===== config.mk =====
export PLATFORM = sky130hd
export DESIGN_NAME = if_fetch_ctrl
export DESIGN_NICKNAME = d
export VERILOG_FILES = /design/src/rtl/if_fetch_ctrl.sv
export SDC_FILE = /design/constraint.sdc
export NUM_CORES = 1
export LEC_CHECK = 0
export CAP_MARGIN = 5
export CORE_MARGIN = 2
export CORE_UTILIZATION = 55
export CTS_CLUSTER_DIAMETER = 80
export DETAILED_ROUTE_END_ITERATION = 10
export GPL_ROUTABILITY_DRIVEN = 0
export PLACE_DENSITY = 0.87
export SKIP_LAST_GASP = 1
export SLEW_MARGIN = 20
export SYNTH_ARGS = -nofsm -noshare
export SYNTH_HDL_FRONTEND = slang
export SYNTH_SLANG_ARGS = --single-unit

===== constraint.sdc =====
create_clock -name CLK -period 4.8 [get_ports CLK]
set_clock_uncertainty 0.1 [all_clocks]
set_input_delay 0.72 -clock CLK [delete_from_list [all_inputs] [get_ports CLK]]
set_output_delay 0.72 -clock CLK [all_outputs]
set_load 0.01 [all_outputs]

===== src/rtl/if_fetch_ctrl.sv =====
// Instruction-fetch sequencer: owns the PC, drives the IMEM REQ/ACK handshake and
// loads IF/ID, absorbing hazard stalls and EX redirects (including mid-request ones).
module if_fetch_ctrl #(
  parameter logic [31:0] RESET_PC = 32'h0000_0000
) (
  input  logic        CLK,
  input  logic        RST,
  input  logic        STALL,
  input  logic        BRANCH_TAKEN,
  input  logic [31:0] BRANCH_TARGET,
  output logic        IMEM_REQ,
  output logic [31:0] IMEM_ADR,
  input  logic        IMEM_ACK,
  input  logic [31:0] IMEM_DATA,
  output logic [31:0] PC,
  output logic        IFID_VALID,
  output logic [31:0] IFID_INS,
  output logic [31:0] IFID_NEXT_ADR
);

  typedef enum logic [1:0] {BOOT, FETCH, HOLD} state_t;

  localparam logic [31:0] RST_PC = RESET_PC & ~32'h3;

  state_t      state_q, state_d;
  logic [31:0] pc_q, pc_d;
  logic        req_q, req_d;
  logic        ifid_valid_q, ifid_valid_d;
  logic [31:0] ifid_ins_q, ifid_ins_d;
  logic [31:0] ifid_next_q, ifid_next_d;
  logic        pend_q, pend_d;
  logic [31:0] tgt_q, tgt_d;
  logic        hold_valid_q, hold_valid_d;
  logic [31:0] hold_ins_q, hold_ins_d;
  logic [31:0] hold_next_q, hold_next_d;

  logic [31:0] pc_inc, br_tgt;

  assign pc_inc = pc_q + 32'd4;
  assign br_tgt = BRANCH_TARGET & ~32'h3;

  always_comb begin
    state_d      = state_q;
    pc_d         = pc_q;
    ifid_valid_d = ifid_valid_q;
    ifid_ins_d   = ifid_ins_q;
    ifid_next_d  = ifid_next_q;
    pend_d       = pend_q;
    tgt_d        = tgt_q;
    hold_valid_d = hold_valid_q;
    hold_ins_d   = hold_ins_q;
    hold_next_d  = hold_next_q;

    unique case (state_q)
      BOOT: begin
        state_d = FETCH;
        if (BRANCH_TAKEN) begin
          pc_d         = br_tgt;
          ifid_valid_d = 1'b0;
          hold_valid_d = 1'b0;
        end
      end
      FETCH: begin
        if (BRANCH_TAKEN) begin
          ifid_valid_d = 1'b0;
          hold_valid_d = 1'b0;
          // Address must stay stable until ACK, so an early redirect is parked.
          if (IMEM_ACK) begin
            pc_d   = br_tgt;
            pend_d = 1'b0;
          end else begin
            tgt_d  = br_tgt;
            pend_d = 1'b1;
          end
        end else if (pend_q) begin
          ifid_valid_d = 1'b0;
          if (IMEM_ACK) begin
            pc_d   = tgt_q;
            pend_d = 1'b0;
          end
        end else if (IMEM_ACK) begin
          pc_d = pc_inc;
          if (STALL) begin
            hold_valid_d = 1'b1;
            hold_ins_d   = IMEM_DATA;
            hold_next_d  = pc_inc;
            state_d      = HOLD;
          end else begin
            ifid_valid_d = 1'b1;
            ifid_ins_d   = IMEM_DATA;
            ifid_next_d  = pc_inc;
          end
        end else if (!STALL) begin
          ifid_valid_d = 1'b0;
        end
      end
      HOLD: begin
        if (BRANCH_TAKEN) begin
          pc_d         = br_tgt;
          ifid_valid_d = 1'b0;
          hold_valid_d = 1'b0;
          state_d      = FETCH;
        end else if (!STALL) begin
          ifid_valid_d = hold_valid_q;
          ifid_ins_d   = hold_ins_q;
          ifid_next_d  = hold_next_q;
          hold_valid_d = 1'b0;
          state_d      = FETCH;
        end
      end
      default: state_d = BOOT;
    endcase

    req_d = (state_d == FETCH);
  end

  always_ff @(posedge CLK) begin
    if (RST) begin
      state_q      <= BOOT;
      pc_q         <= RST_PC;
      req_q        <= 1'b0;
      ifid_valid_q <= 1'b0;
      ifid_ins_q   <= '0;
      ifid_next_q  <= '0;
      pend_q       <= 1'b0;
      tgt_q        <= '0;
      hold_valid_q <= 1'b0;
      hold_ins_q   <= '0;
      hold_next_q  <= '0;
    end else begin
      state_q      <= state_d;
      pc_q         <= pc_d;
      req_q        <= req_d;
      ifid_valid_q <= ifid_valid_d;
      ifid_ins_q   <= ifid_ins_d;
      ifid_next_q  <= ifid_next_d;
      pend_q       <= pend_d;
      tgt_q        <= tgt_d;
      hold_valid_q <= hold_valid_d;
      hold_ins_q   <= hold_ins_d;
      hold_next_q  <= hold_next_d;
    end
  end

  assign PC            = pc_q;
  assign IMEM_ADR      = pc_q;
  assign IMEM_REQ      = req_q;
  assign IFID_VALID    = ifid_valid_q;
  assign IFID_INS      = ifid_ins_q;
  assign IFID_NEXT_ADR = ifid_next_q;

endmodule

# --- Yosys cells after proc, flatten, opt, wreduce, memory -nomap -nowiden ---
# Index checks and enable logic that the tools add are counted.
classes:
  n_addsub: 1
  multipliers: 0
  div_mod_pow: 0
  magnitude_cmp: 0
  eq_ne: 16
  shift: 0
  mux: 46
  bitwise: 3
  reduce_logical: 11
op_table:
  columns: ["cell", "count"]
  rows:
  - ["32-bit two-way mux", 18]
  - ["32-bit one-hot mux with 2 select lines", 3]
  - ["32-bit by 3-bit adder with 32-bit output, second input constant", 1]
  - ["1-bit two-way mux", 16]
  - ["2-bit != test, second input constant", 7]
  - ["2-bit two-way mux", 6]
  - ["3-bit != test, second input constant", 4]
  - ["7-bit AND reduction", 1]
  - ["1-bit one-hot mux with 3 select lines", 2]
  - ["2-bit one-hot mux with 3 select lines", 1]
  - ["3-bit AND reduction", 2]
  - ["6-bit AND reduction", 1]
  - ["5-bit AND reduction", 1]
  - ["2-bit by 1-bit == test with 1-bit output, second input constant", 2]
  - ["4-bit != test, second input constant", 1]
  - ["4-bit AND reduction", 1]
  - ["2-bit nonzero test", 2]
  - ["1-bit inverter", 3]
  - ["3-bit nonzero test", 1]
  - ["2-bit == test, second input constant", 1]
  - ["2-bit zero test", 1]
  - ["2-bit by 1-bit != test with 1-bit output, second input constant", 1]
  - ["2-bit OR reduction", 1]
word_totals:
  register_bits: 196
  latchBits: 0
  ramBits: 0
  mem_bits_ro: 0
  in_bits: 69
  out_inout_bits: 130
  wordCells: 88
  n_memories: 0

# --- Logic depth before layout (Yosys ltp) ---
# Gate-level depths: netlist (run 1).
logic_depth:
  ltp_word: 6
  ltp_mapped: 10
  depth_no_buf: 7

# --- Worst setup path after synthesis (run 1) ---
# No wires, ideal clock.
synth_timing:
  path_kind: "register to register"
  from: "register pc_q[11] (netlist: IMEM_ADR[11])"
  to: "register ifid_next_q[27] (netlist: IFID_NEXT_ADR[27])"
  arrival_ns: 2.418
  setup_slack_ns: 2.203
  path_stages_with_launch: 7
  period_less_slack_ns: 2.597
  path_cell_list: "dfxtp_1 -> nand4_2 -> or4_4 -> buf_6 -> or4_4 -> or4b_1 -> o211ai_1"
synth_via:
  elab_chain_len: 6
synth_rtl:
  columns: ["element", "line", "source"]
  rows:
  - ["start, declared", "26", "logic [31:0] pc_q, pc_d;"]
  - ["start signal, assigned", "132", "pc_q <= pc_d;"]
  - ["32-bit by 3-bit adder with 32-bit output", "39", "assign pc_inc = pc_q + 32'd4;"]
  - ["32-bit two-way mux", "83", "if (STALL) begin"]
  - ["32-bit two-way mux", "81", "end else if (IMEM_ACK) begin"]
  - ["32-bit two-way mux", "75", "end else if (pend_q) begin"]
  - ["32-bit two-way mux", "64", "if (BRANCH_TAKEN) begin"]
  - ["32-bit one-hot mux with 2 select lines", "54", "unique case (state_q)"]
  - ["end signal, assigned", "136", "ifid_next_q <= ifid_next_d;"]
  - ["end, declared", "30", "logic [31:0] ifid_next_q, ifid_next_d;"]
# Every way passes these cells. The select of a mux whose other input is x is not followed.
# A chain may end at the register's enable or synchronous reset.

# --- Worst setup path after layout (run 1) ---
layout_timing:
  from: "input BRANCH_TAKEN"
  to: "register pc_q[25] (netlist: IMEM_ADR[25])"
layout_via:
  elab_chain_len: 2
  elab_cells_between_ends: 4
layout_rtl:
  columns: ["element", "line", "source"]
  rows:
  - ["start, declared", "9", "input logic BRANCH_TAKEN,"]
  - ["32-bit two-way mux or 2-bit by 1-bit != test with 1-bit output (tied branches)", null, null]
  - ["32-bit one-hot mux with 2 select lines or 3-bit AND reduction (tied branches)", null, null]
# Several ways; a longest one is shown, not always the timed one.

==> out/qor.txt, run 1 <==
Status - finished clean
Initial antenna violation count - 0
Clock root cell - clkbuf_16
Max_cap viols - 0
Min Tclk post-route - 3.21 ns
Largest net degree at the start of global routing - 73
DPL Wire Length - 16.3 mm
Tcrit/Tclk final - 0.669
Uppermost layer routed - met4
Vias post-DR - 8527
EDFF count, synth - 0
Asr flop ratio synth - 0
Top-count cell post-synth - nand2_1
Area growth syn-to-layout - 26.4%
I/O pin total - 199
Top post-synthesis cells by area - dfxtp_1 (43%), nand2_1 (8.1%), a21oi_1 (7.0%), mux2i_1 (4.3%), clkbuf_1 (3.7%)
RSZ-0062 raised after global routing - no
Startpoint types - primary input
CTS tree - done
Routed wire per std cell - 17.0 um
Total GRT Usage - 0.278
Critical path class - in -> reg
Cell area power density - 335 nW/um2
Leak - 3.61 nW
Grt ovf - 0
Top FF cell, synth - dfxtp_1
# setup viols final - 0
Met3 wire len - 2.13 mm
Count of cell types in the netlist - 58
DR iter-0 viols - 764
Worst EP required - 5.06 ns
Crit. End Element - flip-flop
Synth cell count leaders - nand2_1 (192), dfxtp_1 (190), a21oi_1 (125)
Drt first pass iters - 5
Utilization after layout - 0.711
Port Buffers - 190
Starting Density - 0.562
Met1 Wirelength - 10.4 mm
Clock Pin Slew Worst Setup and Hold Paths - 0.07 ns
Share of layout cells above drive strength 1 - 0.0518
N_diodes - 0
Setup TNS - 0 ns
Mean Syn Cell Area - 7.93 um2
Met2 wire len - 11.5 mm
Overall power - 3.77 mW
First-pass GRT wire length - 39.6 mm
Hold WC Path Type - reg -> reg
Via density - 5.87
Clock buffer depth - 2
Fin. max-slew vios - 0
Slew at the pin closest to its max-slew limit - 1.07 ns
Yosys warnings - 0
Final Hold Viols - 0
Core area - 15800 um2
Peak supply drop - 0.000263 V
Slew headroom - 0.286
Hold-fix buffers at CTS - 0
Yosys reg bits - 190
Post-Route WL - 24.7 mm
Die Wd - 131 um
Row cnt - 46
Worst skew pair latency - 0.44 ns
Crit path arrival time - 3.47 ns
Die area - 17200 um2
Die Y - 131 um
Critical Path Fanout Max - 21
Mapped Area - 8900 um2
Post-synthesis sequential area ratio - 0.427
Final net count - 1297
Post-CTS sizing - 0
CTS sink cnt - 190
Vias in the first global route - 7689
DR DRC count - 0
Antenna-violating nets left - 0
H-tree depth - 4
Num CTS Buffers - 17
Postcts setup bufs - 0
Max Fclk - 311 MHz
Post-Synthesis Cells - 1122
Synth top area share - 0.427
Yosys top cell by area - dfxtp_1
-- cell type report --
class / count / area, um2
Fill cell: 1227 / 4570
Multi-Input combinational cell: 795 / 4480
Sequential cell: 190 / 3800
Tap cell: 216 / 270
Clock inverter: 15 / 200
Timing Repair Buffer: 207 / 2030
Clock buffer: 17 / 425
Inverter: 12 / 45.0
-- placed cells by master (no fill, tap or decap), types with 11 or more instances in the layout --
cell / count
xnor2_1: 13
nand2_1: 192
nand3_1: 23
o21ai_0: 54
a31oi_1: 17
nand4_1: 13
o211ai_1: 17
mux2i_1: 38
nor2_1: 82
nor4_1: 12
a211oi_1: 42
a21oi_1: 125
clkbuf_16: 17
buf_4: 18
inv_1: 11
nor3_1: 35
nand2b_1: 20
dfxtp_1: 190
clkdlybuf4s50_1: 189
-- flip-flops by register name, indices dropped and copies added (netlist names) --
register / cells
IFID_INS: 32
IFID_NEXT_ADR: 30
IFID_VALID: 1
IMEM_ADR: 30
IMEM_REQ: 1
hold_ins_q: 32
hold_next_q: 30
hold_valid_q: 1
pend_q: 1
state_q: 2
tgt_q: 30
-- cells by family (layout without fill, tap and decap cells) --
| logic type | Yosys count | after routing | share of synthesized area |
|---|---|---|---|
| simple gates | 417 | 417 | 0.213 |
| fa+ha+maj | 5 | 5 | 0.00703 |
| xor+xnor | 20 | 20 | 0.0197 |
| compound gates | 309 | 309 | 0.214 |
| mux | 38 | 38 | 0.0427 |
| buf+inv | 142 | 251 | 0.0759 |
| flops | 190 | 190 | 0.427 |
| other cells | 1 | 6 | 0.000421 |
-- critical path: stages --
cell and delay (ns):
clkdlybuf4s50_1 0.81, buf_4 0.41, or3_1 0.55, nor2_1 0.22, nand2_1 0.17, or4_1 0.43
a31oi_1 0.15
-- where the power goes --
part	leakage, nW	switching [mW]	internal (mW)
Combinational	1.77	0.294	0.262
Sequential	1.54	0.0815	1.64
Clock	0.297	0.690	0.800
-- layer usage --
layer / track usage / vias to the layer above
met5: 0 / -
met2: 0.443 / 428
met1: 0.377 / 3910
met4: 0.0966 / 0
li1: - / 4135
met3: 0.0556 / 54
-- final timing paths --
check                    start           end  slack [ns]  cells past startpoint
setup reg to reg    state_q[1]   IFID_INS[0]        1.86                      8
hold reg to reg      tgt_q[22]     tgt_q[22]        0.35                      2
hold / removal       tgt_q[22]     tgt_q[22]        0.35                      2
setup / recovery  BRANCH_TAKEN  IMEM_ADR[25]        1.59                      7
-- per-stage QoR --
step / instance area (um2) / hold WS (ns) / cells / worst slack, ns
after global routing: 11300 / 0.371 / 1452 / 1.43
after detailed placement: 10600 / 0.342 / 1420 / 1.22
after CTS: 11300 / 0.352 / 1452 / 1.61
after global placement: 10600 / 0.337 / 1420 / 1.31
final: 11300 / 0.351 / 1452 / 1.59
after floorplan: 8920 / 0.331 / 1127 / 2.20
No activity file was read; power rests on OpenSTA's default activity.
==> run 2: changes to the inputs <==
--- a/config.mk
+++ b/config.mk
@@ -7,11 +7,11 @@
 export LEC_CHECK = 0
 export CAP_MARGIN = 5
 export CORE_MARGIN = 2
-export CORE_UTILIZATION = 55
+export CORE_UTILIZATION = 46
 export CTS_CLUSTER_DIAMETER = 80
 export DETAILED_ROUTE_END_ITERATION = 10
 export GPL_ROUTABILITY_DRIVEN = 0
-export PLACE_DENSITY = 0.87
+export PLACE_DENSITY = 0.78
 export SKIP_LAST_GASP = 1
 export SLEW_MARGIN = 20
 export SYNTH_ARGS = -nofsm -noshare
==> constraint.sdc (replaced) <==
create_clock -name CLK -period 2.61 [get_ports CLK]
set_clock_uncertainty 0.1 [all_clocks]
set_input_delay 0.3915 -clock CLK [delete_from_list [all_inputs] [get_ports CLK]]
set_output_delay 0.3915 -clock CLK [all_outputs]
set_load 0.01 [all_outputs]
==> run 2 against run 1 <==
  * Clock power up 72%
  * Hold slack worse by 0.13 ns
  * Wire length up 2.2%
  * Cell count up 6.4%
  * Via count up 2.2%
  * Die area up 19%
  * Combinational power up 110%
==> out/qor.txt, run 2 (synthesis results as in run 1) <==
Starting Density - 0.473
Area growth syn-to-layout - 31.8%
Utilization after layout - 0.623
Crit-path slowest cell - or4_4
Cell area power density - 583 nW/um2
Postcts setup bufs - 0
Routed wire per std cell - 16.3 um
Die Y - 143 um
Crit. End Element - flip-flop
DR DRC count - 0
Slew headroom - 0.591
Core area - 18800 um2
Status - finished clean
Min Tclk post-route - 2.35 ns
DPL Wire Length - 17.6 mm
FF/Latch Area - 3800 um2
Largest net degree at the start of global routing - 63
FILL cells - 1584
# setup viols final - 0
N_diodes - 0
Cell Chain, Critical Path - nand4_2 > or4_4 > buf_4 > or3_1 > o311ai_0 > a221oi_1
Most frequent cells in the layout - nand2_1 (192), dfxtp_1 (190), clkdlybuf4s50_1 (189), a21oi_1 (125), nor2_1 (82)
Share of layout cells above drive strength 1 - 0.0864
Port Buffers - 190
CTS sink cnt - 190
Tcrit/Tclk final - 0.902
First-pass GRT wire length - 40.2 mm
Leak - 3.87 nW
CTS tree - done
DR iter-0 viols - 754
Post-Route WL - 25.2 mm
Clock root cell - clkbuf_16
H-tree depth - 4
Critical Path Fanout Max - 18
Die area - 20500 um2
Total GRT Usage - 0.245
Setup TNS - 0 ns
Via density - 5.64
Startpoint types - flip-flop
Initial antenna violation count - 0
Final Hold Viols - 0
Max_cap viols - 0
Grt ovf - 0
Worst skew pair latency - 0.44 ns
Critical path class - reg -> reg
Buf/Inv on CP - 1
Vias in the first global route - 7843
Overall power - 6.84 mW
Fin. max-slew vios - 0
Hold-fix buffers at CTS - 0
Fin Hold WS - 0.217 ns
Most common cell after layout, fill and taps aside - nand2_1
Worst EP required - 2.80 ns
Clock buffer depth - 2
Multi-input gate area - 4480 um2
Die Wd - 143 um
Post-CTS sizing - 0
Max Fclk - 425 MHz
Clock Pin Slew Worst Setup and Hold Paths - 0.08 ns
Row cnt - 50
Crit path arrival time - 2.55 ns
Slew at the pin closest to its max-slew limit - 0.613 ns
Vias post-DR - 8715
Final net count - 1346
Hold WC Path Type - in -> reg
Antenna-violating nets left - 0
Crit-path max cell delay - 0.55 ns
Peak supply drop - 0.000498 V
RSZ-0062 raised after global routing - no
Num CTS Buffers - 17
I/O pin total - 199
Drt first pass iters - 6
Top delay family on crit path - simple AND/OR/NAND/NOR gates
run 2: stage by stage:
stage / setup slack (ns) / instances / area [um2]
after CTS: 0.246 / 1545 / 11700
after floorplan: 0.0134 / 1127 / 8920
after global placement: 0.179 / 1513 / 11100
after global routing: 0.0792 / 1545 / 11700
after detailed placement: 0.142 / 1513 / 11100
final: 0.256 / 1545 / 11700
run 2: worst register-to-register path, cell delays in order (launching register included):
cell	delay, ns
dfxtp_1	0.36
nand4_2	0.14
or4_4	0.55
buf_4	0.21
or3_1	0.39
o311ai_0	0.32
a221oi_1	0.15
run 2: worst paths after layout:
check                endpoint        startpoint  slack, ns  depth (start not counted)
max              IMEM_ADR[22]      IMEM_ADR[13]       0.26                          6
min                IFID_VALID               RST       0.22                          2
max reg2reg      IMEM_ADR[22]      IMEM_ADR[13]       0.26                          6
min reg2reg  IFID_NEXT_ADR[6]  IFID_NEXT_ADR[6]       0.35                          2
run 2: layout make-up:
| class | instances | area share |
|---|---|---|
| Tap cell | 260 | 0.0277 |
| Clock buffer | 18 | 0.0366 |
| Timing Repair Buffer | 256 | 0.212 |
| Inverter | 12 | 0.00384 |
| Clock inverter | 14 | 0.0143 |
| Sequential cell | 190 | 0.324 |
| Multi-Input combinational cell | 795 | 0.382 |
run 2: layer usage:
metal | vias up | wire [um] | global-route usage
li1 | 4240 | - | -
met1 | 4029 | 10900 | 0.338
met2 | 408 | 11500 | 0.383
met3 | 38 | 2220 | 0.0453
met4 | 0 | 581 | 0.0881
met5 | - | 0 | 0
run 2: power by group:
part	total, mW	internal (mW)	switching [mW]
Clock	2.57	1.29	1.28
Sequential	3.11	3.01	0.0936
Combinational	1.17	0.556	0.613
Total	6.84	4.86	1.98
==> run 3: changes to the inputs <==
--- a/config.mk
+++ b/config.mk
@@ -17,3 +17,4 @@
 export SYNTH_ARGS = -nofsm -noshare
 export SYNTH_HDL_FRONTEND = slang
 export SYNTH_SLANG_ARGS = --single-unit
+export TNS_END_PERCENT = 10
==> results of run 3 <==
The final DEF is identical to that of run 2; final timing and power are the same.
